==> config.mk <==
export PLATFORM = sky130hd
export DESIGN_NAME = muland_result_collector
export DESIGN_NICKNAME = d
export VERILOG_FILES = /design/src/rtl/muland_pkg.sv /design/src/rtl/muland_result_fifo.sv /design/src/rtl/muland_result_collector.sv
export SDC_FILE = /design/constraint.sdc
export NUM_CORES = 1
export LEC_CHECK = 0
export CAP_MARGIN = 15
export CORE_ASPECT_RATIO = 1.25
export CORE_MARGIN = 1.5
export CORE_UTILIZATION = 44
export CTS_CLUSTER_DIAMETER = 120
export DETAILED_ROUTE_END_ITERATION = 8
export PLACE_DENSITY_LB_ADDON = 0.08
export SETUP_SLACK_MARGIN = 0.5
export SLEW_MARGIN = 20
export SYNTH_ARGS = -nofsm -noshare
export SYNTH_HDL_FRONTEND = slang
export SYNTH_SLANG_ARGS = --single-unit
==> constraint.sdc <==
create_clock -name clk -period 6 [get_ports clk]
set_clock_uncertainty 0.2 [all_clocks]
set_input_delay 1.2 -clock clk [delete_from_list [all_inputs] [get_ports clk]]
set_output_delay 1.2 -clock clk [all_outputs]
set_load 0.03 [all_outputs]
==> src/rtl/muland_pkg.sv <==
// Shared constants and types for the muland (a*b)&c pipeline and its result collector.
package muland_pkg;

  localparam int MULAND_WIDTH      = 16;
  localparam int MULAND_PIPE_DEPTH = 2;
  localparam int MULAND_DEPTH      = 8;

  typedef logic [MULAND_WIDTH-1:0] muland_word_t;

  function automatic int unsigned muland_popcount(input logic [31:0] vec);
    int unsigned cnt;
    cnt = 0;
    for (int i = 0; i < 32; i++) begin
      cnt += 32'(vec[i]);
    end
    return cnt;
  endfunction

endpackage

==> src/rtl/muland_result_fifo.sv <==
// Result buffer for the collector: registered-output FIFO with occupancy count,
// no fall-through, and a head that holds steady until popped.
module muland_result_fifo #(
  parameter int WIDTH = 16,
  parameter int DEPTH = 8,
  localparam int PW   = $clog2(DEPTH),
  localparam int LW   = $clog2(DEPTH) + 1
) (
  input  logic             clk,
  input  logic             rst_n,
  input  logic             push_i,
  input  logic [WIDTH-1:0] pushData_i,
  input  logic             popReady_i,
  output logic             outValid_o,
  output logic [WIDTH-1:0] outData_o,
  output logic [LW-1:0]    level_o
);

  logic [WIDTH-1:0] mem_q [DEPTH];
  logic [PW-1:0]    wrPtr_q, wrPtr_d;
  logic [PW-1:0]    rdPtr_q, rdPtr_d;
  logic [LW-1:0]    level_q, level_d;
  logic             pop;

  assign outValid_o = (level_q != '0);
  assign outData_o  = mem_q[rdPtr_q];
  assign level_o    = level_q;

  // Popping an empty FIFO is silently dropped; pointers wrap naturally at DEPTH.
  always_comb begin
    pop     = outValid_o && popReady_i;
    wrPtr_d = wrPtr_q;
    rdPtr_d = rdPtr_q;
    level_d = level_q;
    if (push_i) wrPtr_d = wrPtr_q + PW'(1);
    if (pop)    rdPtr_d = rdPtr_q + PW'(1);
    unique case ({push_i, pop})
      2'b10:   level_d = level_q + LW'(1);
      2'b01:   level_d = level_q - LW'(1);
      default: level_d = level_q;
    endcase
  end

  always_ff @(posedge clk or negedge rst_n) begin
    if (!rst_n) begin
      wrPtr_q <= '0;
      rdPtr_q <= '0;
      level_q <= '0;
      for (int i = 0; i < DEPTH; i++) begin
        mem_q[i] <= '0;
      end
    end else begin
      wrPtr_q <= wrPtr_d;
      rdPtr_q <= rdPtr_d;
      level_q <= level_d;
      if (push_i) mem_q[wrPtr_q] <= pushData_i;
    end
  end

endmodule

==> src/rtl/muland_result_collector.sv <==
// Tracks issue-valid alongside the unstallable muland pipeline, captures p when a
// valid result emerges, and throttles issue with credits so no result is ever dropped.
module muland_result_collector
  import muland_pkg::*;
#(
  parameter int WIDTH      = MULAND_WIDTH,
  parameter int PIPE_DEPTH = MULAND_PIPE_DEPTH,
  parameter int DEPTH      = MULAND_DEPTH
) (
  input  logic                     clk,
  input  logic                     rst_n,
  input  logic                     in_valid,
  output logic                     in_ready,
  input  logic [WIDTH-1:0]         p,
  output logic                     out_valid,
  input  logic                     out_ready,
  output logic [WIDTH-1:0]         out_data,
  output logic [$clog2(DEPTH):0]   level,
  output logic                     overflow
);

  logic [PIPE_DEPTH-1:0] validPipe_q, validPipe_d;
  logic                  overflow_q, overflow_d;
  logic                  issue;
  logic                  capture;
  int unsigned           creditsUsed;

  // Credits count both buffered and in-flight results, and deliberately ignore
  // out_ready so a capture can never land on a full FIFO.
  always_comb begin
    creditsUsed = 32'(level) + muland_popcount(32'(validPipe_q));
    in_ready    = (creditsUsed < 32'(DEPTH));
    issue       = in_valid && in_ready;
    capture     = validPipe_q[PIPE_DEPTH-1];
    validPipe_d = (validPipe_q << 1) | PIPE_DEPTH'(issue);
    overflow_d  = overflow_q || (in_valid && !in_ready);
  end

  always_ff @(posedge clk or negedge rst_n) begin
    if (!rst_n) begin
      validPipe_q <= '0;
      overflow_q  <= 1'b0;
    end else begin
      validPipe_q <= validPipe_d;
      overflow_q  <= overflow_d;
    end
  end

  assign overflow = overflow_q;

  muland_result_fifo #(
    .WIDTH (WIDTH),
    .DEPTH (DEPTH)
  ) u_fifo (
    .clk        (clk),
    .rst_n      (rst_n),
    .push_i     (capture),
    .pushData_i (p),
    .popReady_i (out_ready),
    .outValid_o (out_valid),
    .outData_o  (out_data),
    .level_o    (level)
  );

endmodule

After elaboration in Yosys (flattened, before gate mapping) --
Index checks and enable logic that the tools add are counted.
Word-level totals: logic and storage cells 43, flip-flop bits (word level) 141
Operators by class: bitwise gates (word level) 3, add/subtract/negate cells 6, reduce and logical (&&, ||, !) cells 8, mux-type cells 7, equal/unequal tests 2, $lt $le $gt $ge 4
Operators by type and width (count):
- $bwmux 128 | 1
- $bmux 16 s3 | 1
- $demux 16 s3 | 1
- $mux 16 | 3
- $ge 4x4->1 const B | 2
- $not 3->4 | 2
- $pmux 4 s2 | 1
- $add 3x1->3 const B | 2
- $add 4x2->5 | 1
- $lt 5x4->1 const B | 1
- $add 4x1->4 const B | 1
- $logic_and 1x1->1 | 4
- $lt 4x1->1 const B | 1
- $reduce_bool 4->1 | 1
- $sub 4x1->4 const B | 1
- $add 1x1->2 | 1
- $eq 2x1->1 const B | 1
- $eq 2x2->1 const B | 1
- $or 2x1->2 | 1
- $reduce_bool 2->1 | 1
- $logic_not 1->1 | 1
- $logic_or 1x1->1 | 1

Depth between registers and ports, before layout --
Gate-level depths: netlist (run 1).
depth after elaboration 6, gate-level depth with buffers 10

By module --
From an unflattened synthesis (run 1), not the netlist that was laid out.
Unflattened totals: cells, all modules 387, area total of the unflattened synthesis 6616.3 µm²
Modules (own cells, without submodules):
- muland_result_fifo | area an instance 6486.2 µm², times used 1, cells an instance 377, seq. area each 3453.3 µm²
- muland_result_collector | area an instance 130.1 µm², times used 1, cells an instance 10, seq. area each 75.1 µm²

Least setup slack after synthesis (run 1) --
Ideal clock, no wire load.
path kind reg-to-output, start point reg u_fifo.level_q[0] (netlist: u_fifo.level_o[0]), end point out in_ready, slack 2.944 ns, buffers on the path 0, cell stages (with the launch flop) 4, arrival 1.656 ns, cells stage by stage dfrtp_1 ha_1 a21o_1 a31oi_1
On the way: cells in the longest elaborated chain, start to end 2
RTL lines:
- start, declared | RTL line muland_result_fifo.sv:22 | logic [LW-1:0] level_q, level_d;
- start signal, assigned | RTL line muland_result_fifo.sv:55 | level_q <= level_d;
- $add 4x2->5 | RTL line muland_result_collector.sv:31 | creditsUsed = 32'(level) + muland_popcount(32'(validPipe_q));
- $lt 5x4->1 | RTL line muland_result_collector.sv:32 | in_ready = (creditsUsed < 32'(DEPTH));
- end, declared | RTL line muland_result_collector.sv:13 | output logic in_ready,
No other way between the ends.

Worst setup path in the final report (run 1) --
start point reg u_fifo.rdPtr_q[0], end point out out_data[4]
On the way: cells in the longest elaborated chain, start to end 4
RTL lines:
- start, declared | RTL line muland_result_fifo.sv:21 | logic [PW-1:0] rdPtr_q, rdPtr_d;
- start signal, assigned | RTL line muland_result_fifo.sv:54 | rdPtr_q <= rdPtr_d;
- $not 3->4 (implied by the code) | RTL line muland_result_fifo.sv:26 | assign outData_o = mem_q[rdPtr_q];
- $bmux 16 s3 | RTL line muland_result_fifo.sv:26
- $mux 16 (implied by the code) (2 in series) | RTL line muland_result_fifo.sv:26
- end, declared | RTL line muland_result_collector.sv:17 | output logic [WIDTH-1:0] out_data,
No other way between the ends. The select of a mux whose other input is x is not followed.

==> results of run 1 <==
==> metal layers <==
metal	vias up	routed length [um]
li1	1546	-
met1	1857	6020
met2	42	6460
met3	9	304
met4	0	118
met5	-	0
==> cells by family after synthesis <==
kind of cell	after synthesis	share of synthesized area
compound gates	7	0.00701
mux	179	0.375
buf+inv	25	0.0286
xor+xnor	9	0.0119
simple gates	20	0.0315
fa+ha+maj	6	0.0114
flops	141	0.534
==> registers in the layout, summed over array words and instances (netlist names) <==
name / count
u_fifo.wrPtr_q: 3
u_fifo.mem_q: 128
u_fifo.rdPtr_q: 3
u_fifo.level_o: 4
overflow: 1
validPipe_q: 2
==> cells in the mapped netlist (4+ instances only) <==
cell	number
ha_1	6
xor2_1	5
mux4_1	17
dfrtp_1	141
buf_2	6
mux4_2	15
clkbuf_1	4
buf_6	8
mux2_4	10
xnor2_1	4
mux2_2	137
==> critical path, delay by kind of cell (launching register included) <==
family,cells,cell delay (ps)
muxes,2,940
buffers and inverters,1,600
DFF,1,860
==> worst max path at each step <==
stage,from,to,slack (ps),depth (start not counted)
6_report,u_fifo.rdPtr_q[0]$_DFFE_PN0N_,out_data[4],1770,3
5_1_grt,u_fifo.rdPtr_q[0]$_DFFE_PN0N_,out_data[6],1660,3
4_1_cts,u_fifo.rdPtr_q[0]$_DFFE_PN0N_,out_data[4],1420,3
3_5_place_dp,u_fifo.rdPtr_q[0]$_DFFE_PN0N_,out_data[4],1880,3
3_3_place_gp,u_fifo.rdPtr_q[0]$_DFFE_PN0N_,out_data[4],1920,3
2_1_floorplan,u_fifo.level_o[0]$_DFFE_PN0P_,in_ready,2940,3
==> power by group through the flow <==
stage                     logic, mW  clock network [mW]  registers, mW
after floorplan                1.64                   0           1.63
after global placement         1.93                   0           1.85
after detailed placement       1.97                   0           1.88
after CTS                      1.98               0.952           1.86
after global routing           2.09               0.989           1.94
final                          1.95               0.924           1.86
==> through the flow <==
step	std cells	power (mW)	hold slack (ps)	setup WS [ps]
CTS	618	4.79	184	1420
detailed placement	589	3.85	170	1880
finish	618	4.73	186	1770
global placement	589	3.78	167	1920
floorplan	387	3.27	157	2940
global route	618	5.01	191	1660
==> layout make-up <==
type	count	area, um^2
well taps	178	223
flip-flops and latches	141	3530
clock inverters	2	10.0
inverters	3	11.3
multi-input cells	221	2890
clock buffers	27	503
repair buffers	46	452
fillers	1215	6910
==> metrics.yaml, run 1 <==
num_vias: 3454
drtPass1Iterations: 6
ys_warn_count: 0
mostFrequentLayoutCell: "dfrtp_1"
core-area_um2: 14500
switching_power_mw: 1.54
clkPwrFrac: 0.195
setup_viol: 0
die_h_um: 140
leakage_nw: 3.24
synth_top_area_share: 0.534
rows: 49
required_ps: 4600
r2r_slack_ps: 3300
combinationalPowerShare: 0.412
syn_avg_cell_area_um2: 17.1
min_to: "validPipe_q[1]$_DFF_PN0_"
status: "completed"
min_period_ps: 4230
routedWlPerCell_um: 20.9
antenna_found_initial: 0
cp-end-kind: "output pin"
antenna_cells: 0
min_from: "validPipe_q[0]$_DFF_PN0_"
cts_resized: 0
cpPeakStageDelay_ps: 860
hpwlAfterDp_um: 7410
synth_ff_type: "dfrtp_1"
post-cts-setup-buffers: 0
setup_tns_ps: 0
cts_tree: "yes"
synth_area_leader_cell: "dfrtp_1"
async_flop_share: 1.00
drtIter0Drc: 148
ys_ff_latch: 141
slowest_stage: "dfrtp_4"
worstPathArrival_ps: 2830
final_area_um2: 7620
syn_inst: 387
met3_usage: 0.0498
critical_path.cell_chain: "mux4_1 > mux2_2 > clkdlybuf4s50_1"
cp_max_fo: 33
irDropWorstVdd_mv: 0.304
slew_viol_final: 0
clk_latency_ps: 410
start_util: 0.454
synth_nets: 413
met1_usage: 0.239
synth_edf_count: 0
place_congestion: 0.695
final_cell_mix: "dfrtp_1 (139), mux2_2 (137), clkdlybuf4s50_1 (41), mux4_1 (17), clkbuf_16 (17)"
rr_startpoint: "u_fifo.level_o[1]$_DFFE_PN0P_"
drv_cap: 0
synthToLayoutAreaGrowth_pct: 15.4
htreeDepth: 4
grt_pass1_wl_um: 21200
hold_class: "flop to flop"
tightest_slew_ps: 1090
grt_max_degree: 92
placed_cell_area_um2: 7100
clock-sinks: 141
io_pins: 43
r2r_cells: 10
fin_crit_sh: 0.705
busiest_layer: "met2"
ctsHoldBuffers: 0
power.share.sequential: 0.393
drt-vias-per-instance: 5.59
hold-path-cell-count: 0
p_sw_frac: 0.326
die_w_um: 113
grt_pass1_vias: 3775
wirelength_um: 12900
dieArea_um2: 15800
clk_pin_slew_ps: 60
port_buffers: 42
drive_gt1_frac: 0.459
met2_usage: 0.290
final_core_util: 0.524
finalHoldViolations: 0
numCtsBuffers: 17
relSlewSlack: 0.270
cp-start-kind: "flop"
critPathKind: "flop to output pin"
synthesis.area_um2: 6600
intPower_mw: 3.19
rsz0062_at_grt: "no"
grt_use_total: 0.180
ant_nets: 0
seq_area_frac_synth: 0.534
drc_errors: 0
powerDensity_nw_per_um2: 621
yosys-top-cells-area: "dfrtp_1 (53%), mux2_2 (23%), mux4_1 (6.8%)"
cts_root_buf: "clkbuf_16"
cts_buffer_depth: 2
ys_types: 32
max_freq_mhz: 236
grt-ovfl-total: 0
final_nets: 456
rr_endpoint: "u_fifo.level_o[2]$_DFFE_PN0P_"
No activity file was read; power rests on OpenSTA's default activity.
==> run 2, diff against run 1 <==
clock period = 3.7 ns   (was 6 ns; I/O delays follow)
==> run 2 against run 1 <==
Net effect: the run now ends with DRC left; clock power rose by 110%; sequential share of layout area decreased by 1.4 points; routed wire length rose by 1.8%; via count is 2.3% higher; utilization grew 1.6 points; sequential power increased by 49%; critical path type unchanged.
==> metrics.yaml, run 2 (synthesized netlist as in run 1, its figures left out) <==
die_w_um: 113  # unchanged
finalHoldViolations: 0  # unchanged
powerDensity_nw_per_um2: 1020  # +65%
intPower_mw: 5.47  # +71%
clock-sinks: 141  # unchanged
post-place-ws_ps: 635  # -1250 ps
fin_crit_sh: 0.850
setup_viol: 0  # unchanged
switching_power_mw: 2.55  # +65%
drtPass1Iterations: 8  # +2
power.total_mw: 8.01  # +69%
setup_tns_ps: 0  # unchanged
largest_reg_flops: 128  # unchanged
clkPwrFrac: 0.240  # +0.045
drtIter0Drc: 99  # -33%
die_h_um: 140  # unchanged
min_period_ps: 3140
final_nets: 465  # +2.0%
cp-start-kind: "flop"
hold_class: "input pin to asynchronous set/reset pin"
cp_max_fo: 13  # -61%
grt_max_degree: 66  # -28%
rsz0062_at_grt: "yes"
combinationalPowerShare: 0.414  # +0.002
grt-ovfl-total: 0  # unchanged
critPathKind: "flop to output pin"
drive_gt1_frac: 0.504  # +0.0453
leakage_nw: 3.40  # +5.0%
drt-vias-per-instance: 5.61  # +0.31%
start_util: 0.454  # unchanged
cp-end-kind: "output pin"
port_buffers: 42  # unchanged
numCtsBuffers: 17  # unchanged
cts_root_buf: "clkbuf_16"
clk_pin_slew_ps: 60  # about the same
antenna_cells: 0  # unchanged
ant_nets: 0  # unchanged
clk_latency_ps: 420  # about the same
rows: 49  # unchanged
drv_cap: 0  # unchanged
cts_tree: "yes"
required_ps: 2760  # -1840 ps
io_pins: 43  # unchanged
final_area_um2: 7850  # +3.0%
wirelength_um: 13100  # +1.8%
post-cts-setup-buffers: 0  # unchanged
regMostFlops: "u_fifo.mem_q"
grt_pass1_wl_um: 21400  # +0.72%
slew_viol_final: 0  # unchanged
final_core_util: 0.540  # +0.0157
htreeDepth: 4  # unchanged
power.share.sequential: 0.346  # -0.047
violations: "DRC"
irDropWorstVdd_mv: 0.486  # +60%
status: "complete, but fails checks"
core-area_um2: 14500  # unchanged
max_freq_mhz: 318
relSlewSlack: 0.415  # +0.145
ctsHoldBuffers: 0  # unchanged
hpwlAfterDp_um: 7900  # +6.7%
tightest_slew_ps: 876  # -218 ps
dieArea_um2: 15800  # unchanged
antenna_found_initial: 0  # unchanged
drc_errors: 2  # +2
r2r_slack_ps: 960  # -2340 ps
worstPathArrival_ps: 2200  # -630 ps
num_vias: 3532  # +2.3%
placed_cell_area_um2: 7190  # +1.2%
routedWlPerCell_um: 20.8  # -0.16%
place_congestion: 0.677  # -2.5%
grt_use_total: 0.184  # +0.00420
synthToLayoutAreaGrowth_pct: 18.8
mostFrequentLayoutCell: "dfrtp_1"
final_cell_mix: "dfrtp_1 (140), mux2_2 (137), clkdlybuf4s50_1 (24), mux4_1 (17), clkbuf_16 (17)"
fin_ws_ps: 557  # -1210 ps
grt_pass1_vias: 3791  # +0.42%
p_sw_frac: 0.318  # -0.00792
cts_buffer_depth: 2  # unchanged
run 2: per-layer routing:
layer	track usage	share of wire	vias up
met2	0.291	0.50	54
met4	0.0706	0.017	0
met5	0	0	-
met1	0.245	0.45	1881
met3	0.0480	0.032	18
li1	-	-	1579
run 2: critical path, stage by stage, from the launching register on:
cell and delay, ps:
dfrtp_2 430, buf_12 180, mux4_1 560, mux2_2 270
clkdlybuf4s15_1 340
run 2: layout make-up:
| cell class | count | area [um^2] |
|---|---|---|
| clock buffers | 20 | 457 |
| clock inverters | 12 | 215 |
| fillers | 1221 | 6690 |
| inverters | 3 | 11.3 |
| multi-input cells | 221 | 2890 |
| flip-flops and latches | 141 | 3530 |
| well taps | 178 | 223 |
| repair buffers | 55 | 524 |
run 2: repair_timing:
action / 4_1_cts / 5_1_grt
resized for setup: 42 / 11
endpoints found under the setup margin: 17 / 5
endpoints found under the hold margin: 0 / 0
gates cloned: 1 / 0
run 2: path summary, 6_finish.rpt:
path	startpoint	end	cells past startpoint
worst max-delay path	u_fifo.rdPtr_q[0]$_DFFE_PN0N_	out_data[11]	4
worst min-delay path	rst_n	u_fifo.mem_q[12]$_DFFE_PN0P_	1
worst max register to register	u_fifo.level_o[1]$_DFFE_PN0P_	u_fifo.level_o[2]$_DFFE_PN0P_	10
worst min register to register	validPipe_q[0]$_DFF_PN0_	validPipe_q[1]$_DFF_PN0_	0
max in group asynchronous	rst_n	u_fifo.mem_q[100]$_DFFE_PN0P_	2
min in group clk	validPipe_q[0]$_DFF_PN0_	validPipe_q[1]$_DFF_PN0_	0
run 2: power groups by stage:
stage / clock network [mW] / logic (mW) / registers, mW
floorplan: 0 / 2.67 / 2.64
global placement: 0 / 3.45 / 2.76
detailed placement: 0 / 3.51 / 2.80
CTS: 1.97 / 3.38 / 2.77
global route: 2.04 / 3.56 / 2.88
finish: 1.92 / 3.32 / 2.77
run 2: stage by stage:
step / hold WS, ps / std cells
detailed placement: 173 / 597
floorplan: 157 / 387
global route: 142 / 630
global placement: 163 / 597
finish: 97.6 / 630
CTS: 125 / 630
